## src/rtl/cpu_sram_arb_pkg.sv

```systemverilog
`default_nettype none
// ============================================================================
// Module  : cpu_sram_arb_pkg
// Brief   : Shared IDs, lock-state encoding and helpers for the IF/EXE
//           SRAM-port arbiter.
// Revision: 1.0 - initial release
// ============================================================================
package cpu_sram_arb_pkg;

  // Requester IDs carried through the response FIFO
  localparam logic c_id_inst = 1'b0;
  localparam logic c_id_data = 1'b1;

  // Fetches are always full-word reads
  localparam logic [1:0] c_size_word = 2'b10;

  // Ownership lock held while an issued request waits for addr_ok
  typedef enum logic [1:0] {
    LOCK_NONE = 2'b00,
    LOCK_INST = 2'b01,
    LOCK_DATA = 2'b10
  } lock_state_t;

  // Lock state that pins ownership to the given requester
  function automatic lock_state_t lock_for(input logic id);
    return (id == c_id_data) ? LOCK_DATA : LOCK_INST;
  endfunction

endpackage
`default_nettype wire

```

## src/rtl/cpu_sram_arb_if.sv

```systemverilog
`default_nettype none
// ============================================================================
// Module  : cpu_sram_arb_if
// Brief   : Fetch, data and bridge-side SRAM-like handshake signals.
//           slave  = arbiter view, master = pipeline/bridge view.
// Revision: 1.0 - initial release
// ============================================================================
interface cpu_sram_arb_if;
  logic        inst_req;
  logic [31:0] inst_addr;
  logic        inst_addr_ok;
  logic        inst_data_ok;
  logic [31:0] inst_rdata;

  logic        data_req;
  logic        data_wr;
  logic [1:0]  data_size;
  logic [3:0]  data_wstrb;
  logic [31:0] data_addr;
  logic [31:0] data_wdata;
  logic        data_addr_ok;
  logic        data_data_ok;
  logic [31:0] data_rdata;

  logic        bus_req;
  logic        bus_wr;
  logic [1:0]  bus_size;
  logic [3:0]  bus_wstrb;
  logic [31:0] bus_addr;
  logic [31:0] bus_wdata;
  logic        bus_addr_ok;
  logic        bus_data_ok;
  logic [31:0] bus_rdata;

  modport slave (
    input  inst_req, inst_addr,
    input  data_req, data_wr, data_size, data_wstrb, data_addr, data_wdata,
    input  bus_addr_ok, bus_data_ok, bus_rdata,
    output inst_addr_ok, inst_data_ok, inst_rdata,
    output data_addr_ok, data_data_ok, data_rdata,
    output bus_req, bus_wr, bus_size, bus_wstrb, bus_addr, bus_wdata
  );

  modport master (
    output inst_req, inst_addr,
    output data_req, data_wr, data_size, data_wstrb, data_addr, data_wdata,
    output bus_addr_ok, bus_data_ok, bus_rdata,
    input  inst_addr_ok, inst_data_ok, inst_rdata,
    input  data_addr_ok, data_data_ok, data_rdata,
    input  bus_req, bus_wr, bus_size, bus_wstrb, bus_addr, bus_wdata
  );
endinterface
`default_nettype wire

```

## src/rtl/cpu_sram_arb_resp_id_fifo.sv

```systemverilog
`default_nettype none
// ============================================================================
// Module  : resp_id_fifo
// Brief   : 1-bit circular FIFO of requester IDs, one entry per accepted
//           bus request, popped in order as responses return.
// Revision: 1.0 - initial release
// ============================================================================
module resp_id_fifo #(
  parameter int OUTSTANDING = 2,
  localparam int CNT_W = $clog2(OUTSTANDING) + 1,
  localparam int PTR_W = (OUTSTANDING > 1) ? $clog2(OUTSTANDING) : 1
) (
  input  wire logic             clk,
  input  wire logic             reset,
  input  wire logic             push,
  input  wire logic             push_id,
  input  wire logic             pop,
  output logic                  head_id,
  output logic [CNT_W-1:0]      count,
  output logic                  full,
  output logic                  empty
);

  logic [OUTSTANDING-1:0] r_mem;
  logic [PTR_W-1:0]       r_wr_ptr;
  logic [PTR_W-1:0]       r_rd_ptr;
  logic [CNT_W-1:0]       r_count;
  logic                   w_push;
  logic                   w_pop;

  // Pointers wrap at OUTSTANDING, which need not fill the pointer width
  function automatic logic [PTR_W-1:0] next_ptr(input logic [PTR_W-1:0] p);
    return (p == PTR_W'(OUTSTANDING - 1)) ? '0 : p + 1'b1;
  endfunction

  // Overflow/underflow are blocked here so callers cannot corrupt the count
  assign w_push  = push & ~full;
  assign w_pop   = pop & ~empty;
  assign full    = (r_count == CNT_W'(OUTSTANDING));
  assign empty   = (r_count == '0);
  assign count   = r_count;
  assign head_id = r_mem[r_rd_ptr];

  // Storage, pointers and occupancy; simultaneous push+pop keeps the count
  always_ff @(posedge clk or posedge reset) begin
    if (reset) begin
      r_mem    <= '0;
      r_wr_ptr <= '0;
      r_rd_ptr <= '0;
      r_count  <= '0;
    end else begin
      if (w_push) begin
        r_mem[r_wr_ptr] <= push_id;
        r_wr_ptr        <= next_ptr(r_wr_ptr);
      end
      if (w_pop) begin
        r_rd_ptr <= next_ptr(r_rd_ptr);
      end
      case ({w_push, w_pop})
        2'b10:   r_count <= r_count + 1'b1;
        2'b01:   r_count <= r_count - 1'b1;
        default: r_count <= r_count;
      endcase
    end
  end

endmodule
`default_nettype wire

```

## src/rtl/cpu_sram_arb.sv

```systemverilog
`default_nettype none
// ============================================================================
// Module  : cpu_sram_arb
// Brief   : Shares one SRAM-like port between instruction fetch and data
//           access. Data has fixed priority, ownership is locked while an
//           issued request waits for addr_ok, and responses are steered
//           back in order through a requester-ID FIFO.
// Revision: 1.0 - initial release
// ============================================================================
module cpu_sram_arb
  import cpu_sram_arb_pkg::*;
#(
  parameter int OUTSTANDING = 2
) (
  input wire logic       clk,
  input wire logic       reset,
  cpu_sram_arb_if.slave  sram
);

  localparam int CNT_W = $clog2(OUTSTANDING) + 1;

  lock_state_t      r_lock;
  logic             w_owner_valid;
  logic             w_owner_id;
  logic             w_owner_req;
  logic             w_bus_req;
  logic             w_accept;
  logic             w_resp;
  logic             w_full;
  logic             w_empty;
  logic             w_head_id;
  logic [CNT_W-1:0] w_count;

  // Grant: a held lock wins, otherwise data beats fetch
  always_comb begin
    w_owner_valid = 1'b0;
    w_owner_id    = c_id_inst;
    case (r_lock)
      LOCK_INST: begin
        w_owner_valid = 1'b1;
        w_owner_id    = c_id_inst;
      end
      LOCK_DATA: begin
        w_owner_valid = 1'b1;
        w_owner_id    = c_id_data;
      end
      default: begin
        if (sram.data_req) begin
          w_owner_valid = 1'b1;
          w_owner_id    = c_id_data;
        end else if (sram.inst_req) begin
          w_owner_valid = 1'b1;
          w_owner_id    = c_id_inst;
        end
      end
    endcase
  end

  // Full gating uses only registered occupancy, so data_ok never reaches req
  assign w_owner_req = (w_owner_id == c_id_data) ? sram.data_req : sram.inst_req;
  assign w_bus_req   = ~reset & w_owner_valid & w_owner_req & ~w_full;
  assign w_accept    = w_bus_req & sram.bus_addr_ok;

  assign sram.bus_req      = w_bus_req;
  assign sram.inst_addr_ok = w_accept & (w_owner_id == c_id_inst);
  assign sram.data_addr_ok = w_accept & (w_owner_id == c_id_data);

  // Request field mux; fetches are forced to word reads, all zero in reset
  always_comb begin
    sram.bus_wr    = 1'b0;
    sram.bus_size  = 2'b00;
    sram.bus_wstrb = 4'h0;
    sram.bus_addr  = 32'h0;
    sram.bus_wdata = 32'h0;
    if (!reset && w_owner_valid) begin
      if (w_owner_id == c_id_data) begin
        sram.bus_wr    = sram.data_wr;
        sram.bus_size  = sram.data_size;
        sram.bus_wstrb = sram.data_wstrb;
        sram.bus_addr  = sram.data_addr;
        sram.bus_wdata = sram.data_wdata;
      end else begin
        sram.bus_size  = c_size_word;
        sram.bus_addr  = sram.inst_addr;
      end
    end
  end

  // Lock on a stalled request, release on its acceptance
  always_ff @(posedge clk or posedge reset) begin
    if (reset) begin
      r_lock <= LOCK_NONE;
    end else begin
      case (r_lock)
        LOCK_NONE: begin
          if (w_bus_req && !sram.bus_addr_ok) begin
            r_lock <= lock_for(w_owner_id);
          end
        end
        default: begin
          if (w_accept) begin
            r_lock <= LOCK_NONE;
          end
        end
      endcase
    end
  end

  // Stray data_ok with nothing outstanding is dropped by the count check
  resp_id_fifo #(
    .OUTSTANDING (OUTSTANDING)
  ) u_resp_id_fifo (
    .clk     (clk),
    .reset   (reset),
    .push    (w_accept),
    .push_id (w_owner_id),
    .pop     (sram.bus_data_ok & (w_count != '0)),
    .head_id (w_head_id),
    .count   (w_count),
    .full    (w_full),
    .empty   (w_empty)
  );

  assign w_resp            = ~reset & sram.bus_data_ok & ~w_empty;
  assign sram.inst_data_ok = w_resp & (w_head_id == c_id_inst);
  assign sram.data_data_ok = w_resp & (w_head_id == c_id_data);
  assign sram.inst_rdata   = sram.bus_rdata;
  assign sram.data_rdata   = sram.bus_rdata;

endmodule
`default_nettype wire

```

## src/flat_wrapper.sv

```systemverilog
// flat-port wrapper written by rule: the top's interface ports become plain ports
module cpu_sram_arb_flat import cpu_sram_arb_pkg::*;
#(
  parameter int OUTSTANDING = 2
)
  (clk, reset, sram_inst_req, sram_inst_addr, sram_data_req, sram_data_wr, sram_data_size, sram_data_wstrb, sram_data_addr, sram_data_wdata, sram_bus_addr_ok, sram_bus_data_ok, sram_bus_rdata, sram_inst_addr_ok, sram_inst_data_ok, sram_inst_rdata, sram_data_addr_ok, sram_data_data_ok, sram_data_rdata, sram_bus_req, sram_bus_wr, sram_bus_size, sram_bus_wstrb, sram_bus_addr, sram_bus_wdata);
  cpu_sram_arb_if sram_i ();
  input wire logic clk;
  input wire logic reset;
  input wire logic [$bits(sram_i.inst_req)-1:0] sram_inst_req;
  input wire logic [$bits(sram_i.inst_addr)-1:0] sram_inst_addr;
  input wire logic [$bits(sram_i.data_req)-1:0] sram_data_req;
  input wire logic [$bits(sram_i.data_wr)-1:0] sram_data_wr;
  input wire logic [$bits(sram_i.data_size)-1:0] sram_data_size;
  input wire logic [$bits(sram_i.data_wstrb)-1:0] sram_data_wstrb;
  input wire logic [$bits(sram_i.data_addr)-1:0] sram_data_addr;
  input wire logic [$bits(sram_i.data_wdata)-1:0] sram_data_wdata;
  input wire logic [$bits(sram_i.bus_addr_ok)-1:0] sram_bus_addr_ok;
  input wire logic [$bits(sram_i.bus_data_ok)-1:0] sram_bus_data_ok;
  input wire logic [$bits(sram_i.bus_rdata)-1:0] sram_bus_rdata;
  output wire logic [$bits(sram_i.inst_addr_ok)-1:0] sram_inst_addr_ok;
  output wire logic [$bits(sram_i.inst_data_ok)-1:0] sram_inst_data_ok;
  output wire logic [$bits(sram_i.inst_rdata)-1:0] sram_inst_rdata;
  output wire logic [$bits(sram_i.data_addr_ok)-1:0] sram_data_addr_ok;
  output wire logic [$bits(sram_i.data_data_ok)-1:0] sram_data_data_ok;
  output wire logic [$bits(sram_i.data_rdata)-1:0] sram_data_rdata;
  output wire logic [$bits(sram_i.bus_req)-1:0] sram_bus_req;
  output wire logic [$bits(sram_i.bus_wr)-1:0] sram_bus_wr;
  output wire logic [$bits(sram_i.bus_size)-1:0] sram_bus_size;
  output wire logic [$bits(sram_i.bus_wstrb)-1:0] sram_bus_wstrb;
  output wire logic [$bits(sram_i.bus_addr)-1:0] sram_bus_addr;
  output wire logic [$bits(sram_i.bus_wdata)-1:0] sram_bus_wdata;
  assign sram_i.inst_req = sram_inst_req;
  assign sram_i.inst_addr = sram_inst_addr;
  assign sram_i.data_req = sram_data_req;
  assign sram_i.data_wr = sram_data_wr;
  assign sram_i.data_size = sram_data_size;
  assign sram_i.data_wstrb = sram_data_wstrb;
  assign sram_i.data_addr = sram_data_addr;
  assign sram_i.data_wdata = sram_data_wdata;
  assign sram_i.bus_addr_ok = sram_bus_addr_ok;
  assign sram_i.bus_data_ok = sram_bus_data_ok;
  assign sram_i.bus_rdata = sram_bus_rdata;
  assign sram_inst_addr_ok = sram_i.inst_addr_ok;
  assign sram_inst_data_ok = sram_i.inst_data_ok;
  assign sram_inst_rdata = sram_i.inst_rdata;
  assign sram_data_addr_ok = sram_i.data_addr_ok;
  assign sram_data_data_ok = sram_i.data_data_ok;
  assign sram_data_rdata = sram_i.data_rdata;
  assign sram_bus_req = sram_i.bus_req;
  assign sram_bus_wr = sram_i.bus_wr;
  assign sram_bus_size = sram_i.bus_size;
  assign sram_bus_wstrb = sram_i.bus_wstrb;
  assign sram_bus_addr = sram_i.bus_addr;
  assign sram_bus_wdata = sram_i.bus_wdata;
  cpu_sram_arb #(.OUTSTANDING(OUTSTANDING)) u_core (.clk(clk), .reset(reset), .sram(sram_i));
endmodule
```

## config.mk

```make
export PLATFORM = sky130hd
export DESIGN_NAME = cpu_sram_arb_flat
export DESIGN_NICKNAME = d
export VERILOG_FILES = /design/src/rtl/cpu_sram_arb_pkg.sv /design/src/rtl/cpu_sram_arb_if.sv /design/src/rtl/cpu_sram_arb_resp_id_fifo.sv /design/src/rtl/cpu_sram_arb.sv /design/src/flat_wrapper.sv
export SDC_FILE = /design/constraint.sdc
export NUM_CORES = 1
export LEC_CHECK = 0
export ABC_CLOCK_PERIOD_IN_PS = 3200
export CAP_MARGIN = 20
export CORE_AREA = 2 2 110 112
export CTS_BUF_LIST = sky130_fd_sc_hd__clkbuf_2 sky130_fd_sc_hd__clkbuf_4 sky130_fd_sc_hd__clkbuf_8
export DETAILED_ROUTE_END_ITERATION = 10
export DIE_AREA = 0 0 112 114
export PLACE_DENSITY = 0.63
export SLEW_MARGIN = 20
export SYNTH_ARGS = -nofsm -noshare
export SYNTH_HDL_FRONTEND = slang
export SYNTH_SLANG_ARGS = --single-unit
```

## constraint.sdc

```tcl
create_clock -name clk -period 3.2 [get_ports clk]
set_input_delay 0.64 -clock clk [delete_from_list [all_inputs] [get_ports clk]]
set_output_delay 0.64 -clock clk [all_outputs]
set_load 0.005 [all_outputs]
```

==> impl_metrics.yaml <==
run_status:
  outcome: "complete, no violations"
synth:
  syn_avg_cell_area_um2: 6.35
  synth.top_cells.by_count: "nand2_1, buf_4, and3_1"
  yosys_warnings: 0
  syn_nets: 410
  synth_cells: 266
  yosysUniqueCellTypes: 26
  synth.area.top_cells: "buf_4, nand2_1, and3_1, dfrtp_1, a21oi_1"
  ys_seq_elements: 8
  synth-async-reset-ratio: 1.00
  post-synth-top-count-cell: "nand2_1"
  synth_top_area_frac: 0.284
  ys_seq_area_frac: 0.118
  synth_edf_count: 0
  netlist_area_mm2: 0.00169
  synth_top_cell_by_area: "buf_4"
  synthFlopType: "dfrtp_1"
die:
  core-area_mm2: 0.0117
  die_x_um: 112
  rows: 40
  initial_core_util: 0.144
  die_y_um: 114
  pin_count: 281
  die_area_mm2: 0.0128
setup_path:
  start_kind: "register"
  cp_cell_sequence: "inv_1, ha_4, mux2i_4, clkbuf_16, nand2_1, a21oi_1, clkdlybuf4s50_1"
  setup.worst_path.class: "register to primary output"
  worst_setup_path_end_kind: "primary output"
  crit_path_top_delay_cell: "clkdlybuf4s50_1"
  cp.arrival_ns: 2.40
  crit_required_ns: 2.56
  critPathMaxFanout: 17
  cpPeakStageDelay_ns: 0.52
final_layout:
  fillers: 1241
  drive_gt1_frac: 0.0522
  fin_nets: 529
  final_cells: 530
  syn_to_final_growth_pct: 102
  diodes: 0
global_routing:
  grt_max_degree: 49
  grt.overflow.total: 0
  grt.total_usage: 0.100
  antenna_found_initial: 0
  grt_pass1_wl_mm: 10.7
  grt_pass1_vias: 2082
timing:
  report.final.setup_viol: 0
  relSlewSlack: 0.745
  min_period_ns: 3.04
  timing.fmax_mhz: 329
  rsz0062_at_grt: "false"
  skew_ns: 0.00367
  hold_violations: 0
  worst_pin_slew_ns: 0.378
  setup_ws_ns: 0.159
  min_period_over_period: 0.950
  drv_slew: 0
flow_run:
  maxCapViolations: 0
drt:
  viasPerCell: 3.99
  vias: 2116
  wl_mm: 7.49
  drtIter0Drc: 66
  routedWlPerCell_um: 14.1
  ant_nets: 0
  drt-pass1-iter-count: 4
  drcViolationCount: 0
clock_tree:
  cts_root_buf: "clkbuf_8"
  cts_max_path_buffers: 2
  clk_latency_ns: 0.23
  cts.sinks: 8
  numCtsBuffers: 3
  cts_hold_buf: 0
  h-tree-depth: 1
  clkTransAtPathRegs_ns: 0.04
  cts_tree: "done"
  post_cts_buffers: 0
placed_design:
  io_buffers: 184
  dp_cells: 526
  place_congestion: 0.805
  dp_hpwl_mm: 5.66
  place_ws_ns: -0.0503
power:
  p_leak_nw: 1.45
  ir_drop_mv: 0.389
  powerDensity_mw_per_mm2: 590
  power_mw: 2.01
worst_hold_path:
  min_path_type: "register to register"
## worst paths after layout
check,startpoint,end,slack [ns],depth (start not counted)
setup / recovery,u_core.r_lock[1],sram_bus_addr[28],0.16,7
hold / removal,u_core.u_resp_id_fifo.count[1],u_core.u_resp_id_fifo.count[1],0.48,1
setup reg to reg,u_core.r_lock[0],u_core.u_resp_id_fifo.count[1],0.92,8
hold reg to reg,u_core.u_resp_id_fifo.count[1],u_core.u_resp_id_fifo.count[1],0.48,1
max in group asynchronous,reset,u_core.u_resp_id_fifo.count[1],2.14,3
min in group asynchronous,reset,u_core.r_lock[0],0.89,3
## report_power, final
group / internal [mW] / switching, mW
Sequential: 0.153 / 0.0471
Clock: 0.0816 / 0.0405
Combinational: 0.949 / 0.744
## layout make-up
| class | instances | area (um2) | share of cell area |
|---|---|---|---|
| repair buffers | 196 | 2010 | 0.590 |
| inverters | 5 | 18.8 | 0.00550 |
| well taps | 147 | 184 | 0.0539 |
| multi-input cells | 171 | 956 | 0.280 |
| flip-flops and latches | 8 | 200 | 0.0587 |
| clock buffers | 3 | 41.3 | 0.0121 |
## state kept, by name, summed over array words and instances, names as in the netlist
name and count:
u_core.r_lock 2, u_core.u_resp_id_fifo.r_rd_ptr 1, u_core.u_resp_id_fifo.count 2, u_core.u_resp_id_fifo.r_wr_ptr 1, u_core.u_resp_id_fifo.r_mem 2
## routing by layer
metal / wire (um) / track usage / part of all wire
met5: 0 / 0 / 0
met4: 21 / 0.0171 / 0.0028
met3: 776 / 0.0292 / 0.10
met2: 3720 / 0.181 / 0.50
met1: 2960 / 0.120 / 0.40
## kinds of logic after synthesis
family	count (synthesis)	synth area share
AO/OA/AOI/OAI	45	0.155
adder cells (fa/ha/maj)	3	0.0222
XOR/XNOR	5	0.0259
AND/OR/NAND/NOR	114	0.313
buffers and inverters	87	0.339
multiplexers	4	0.0266
flip-flops	8	0.118
## critical path: cells and delay by family, from the launching register on
family,cells,cell delay (ns)
fa+ha+maj,1,0.34
simple gates,1,0.07
mux,1,0.38
flops,1,0.37
buf+inv,3,0.86
compound gates,1,0.15
## what timing repair did
action / 4_1_cts / 5_1_grt
resized for setup: 1 / 4
endpoints found under the setup margin: 1 / 29
endpoints found under the hold margin: 0 / 0
gates cloned: 0 / 1
## layout by cell type, fill, tap and decap left out
master | netlist | layout
clkdlybuf4s50_1 | 0 | 182
nand2_1 | 66 | 66
and3_1 | 39 | 39
a21oi_1 | 32 | 32
dfrtp_1 | 8 | 8
nor2_1 | 7 | 7
buf_4 | 64 | 6
inv_1 | 5 | 5
buf_12 | 0 | 5
xnor2_1 | 4 | 4
a31oi_1 | 3 | 3
clkbuf_8 | 0 | 3
mux2i_1 | 2 | 2
o21ai_0 | 2 | 2
o2bb2ai_1 | 2 | 2
ha_1 | 3 | 2
nor2b_1 | 1 | 1
o21bai_1 | 1 | 1
a2111o_1 | 1 | 1
mux2i_4 | 0 | 1
o31ai_1 | 2 | 1
a211oi_2 | 1 | 1
mux2_4 | 0 | 1
o31ai_4 | 0 | 1
nor3_1 | 1 | 1
xor2_1 | 1 | 1
a41oi_1 | 1 | 1
ha_4 | 0 | 1
clkbuf_16 | 0 | 1
dlymetal6s2s_1 | 0 | 1
dlygate4sd2_1 | 0 | 1
## stage by stage
step / hold slack, ns / setup TNS [ns] / utilization / cell area [um2]
6_report: 0.483 / 0 / 0.291 / 3410
5_1_grt: 0.496 / 0 / 0.291 / 3410
4_1_cts: 0.488 / 0 / 0.288 / 3370
3_5_place_dp: 0.478 / -0.0503 / 0.284 / 3330
3_3_place_gp: 0.473 / 0 / 0.284 / 3330
2_1_floorplan: 0.450 / 0 / - / 1690
No activity file was read; power rests on OpenSTA's default activity.
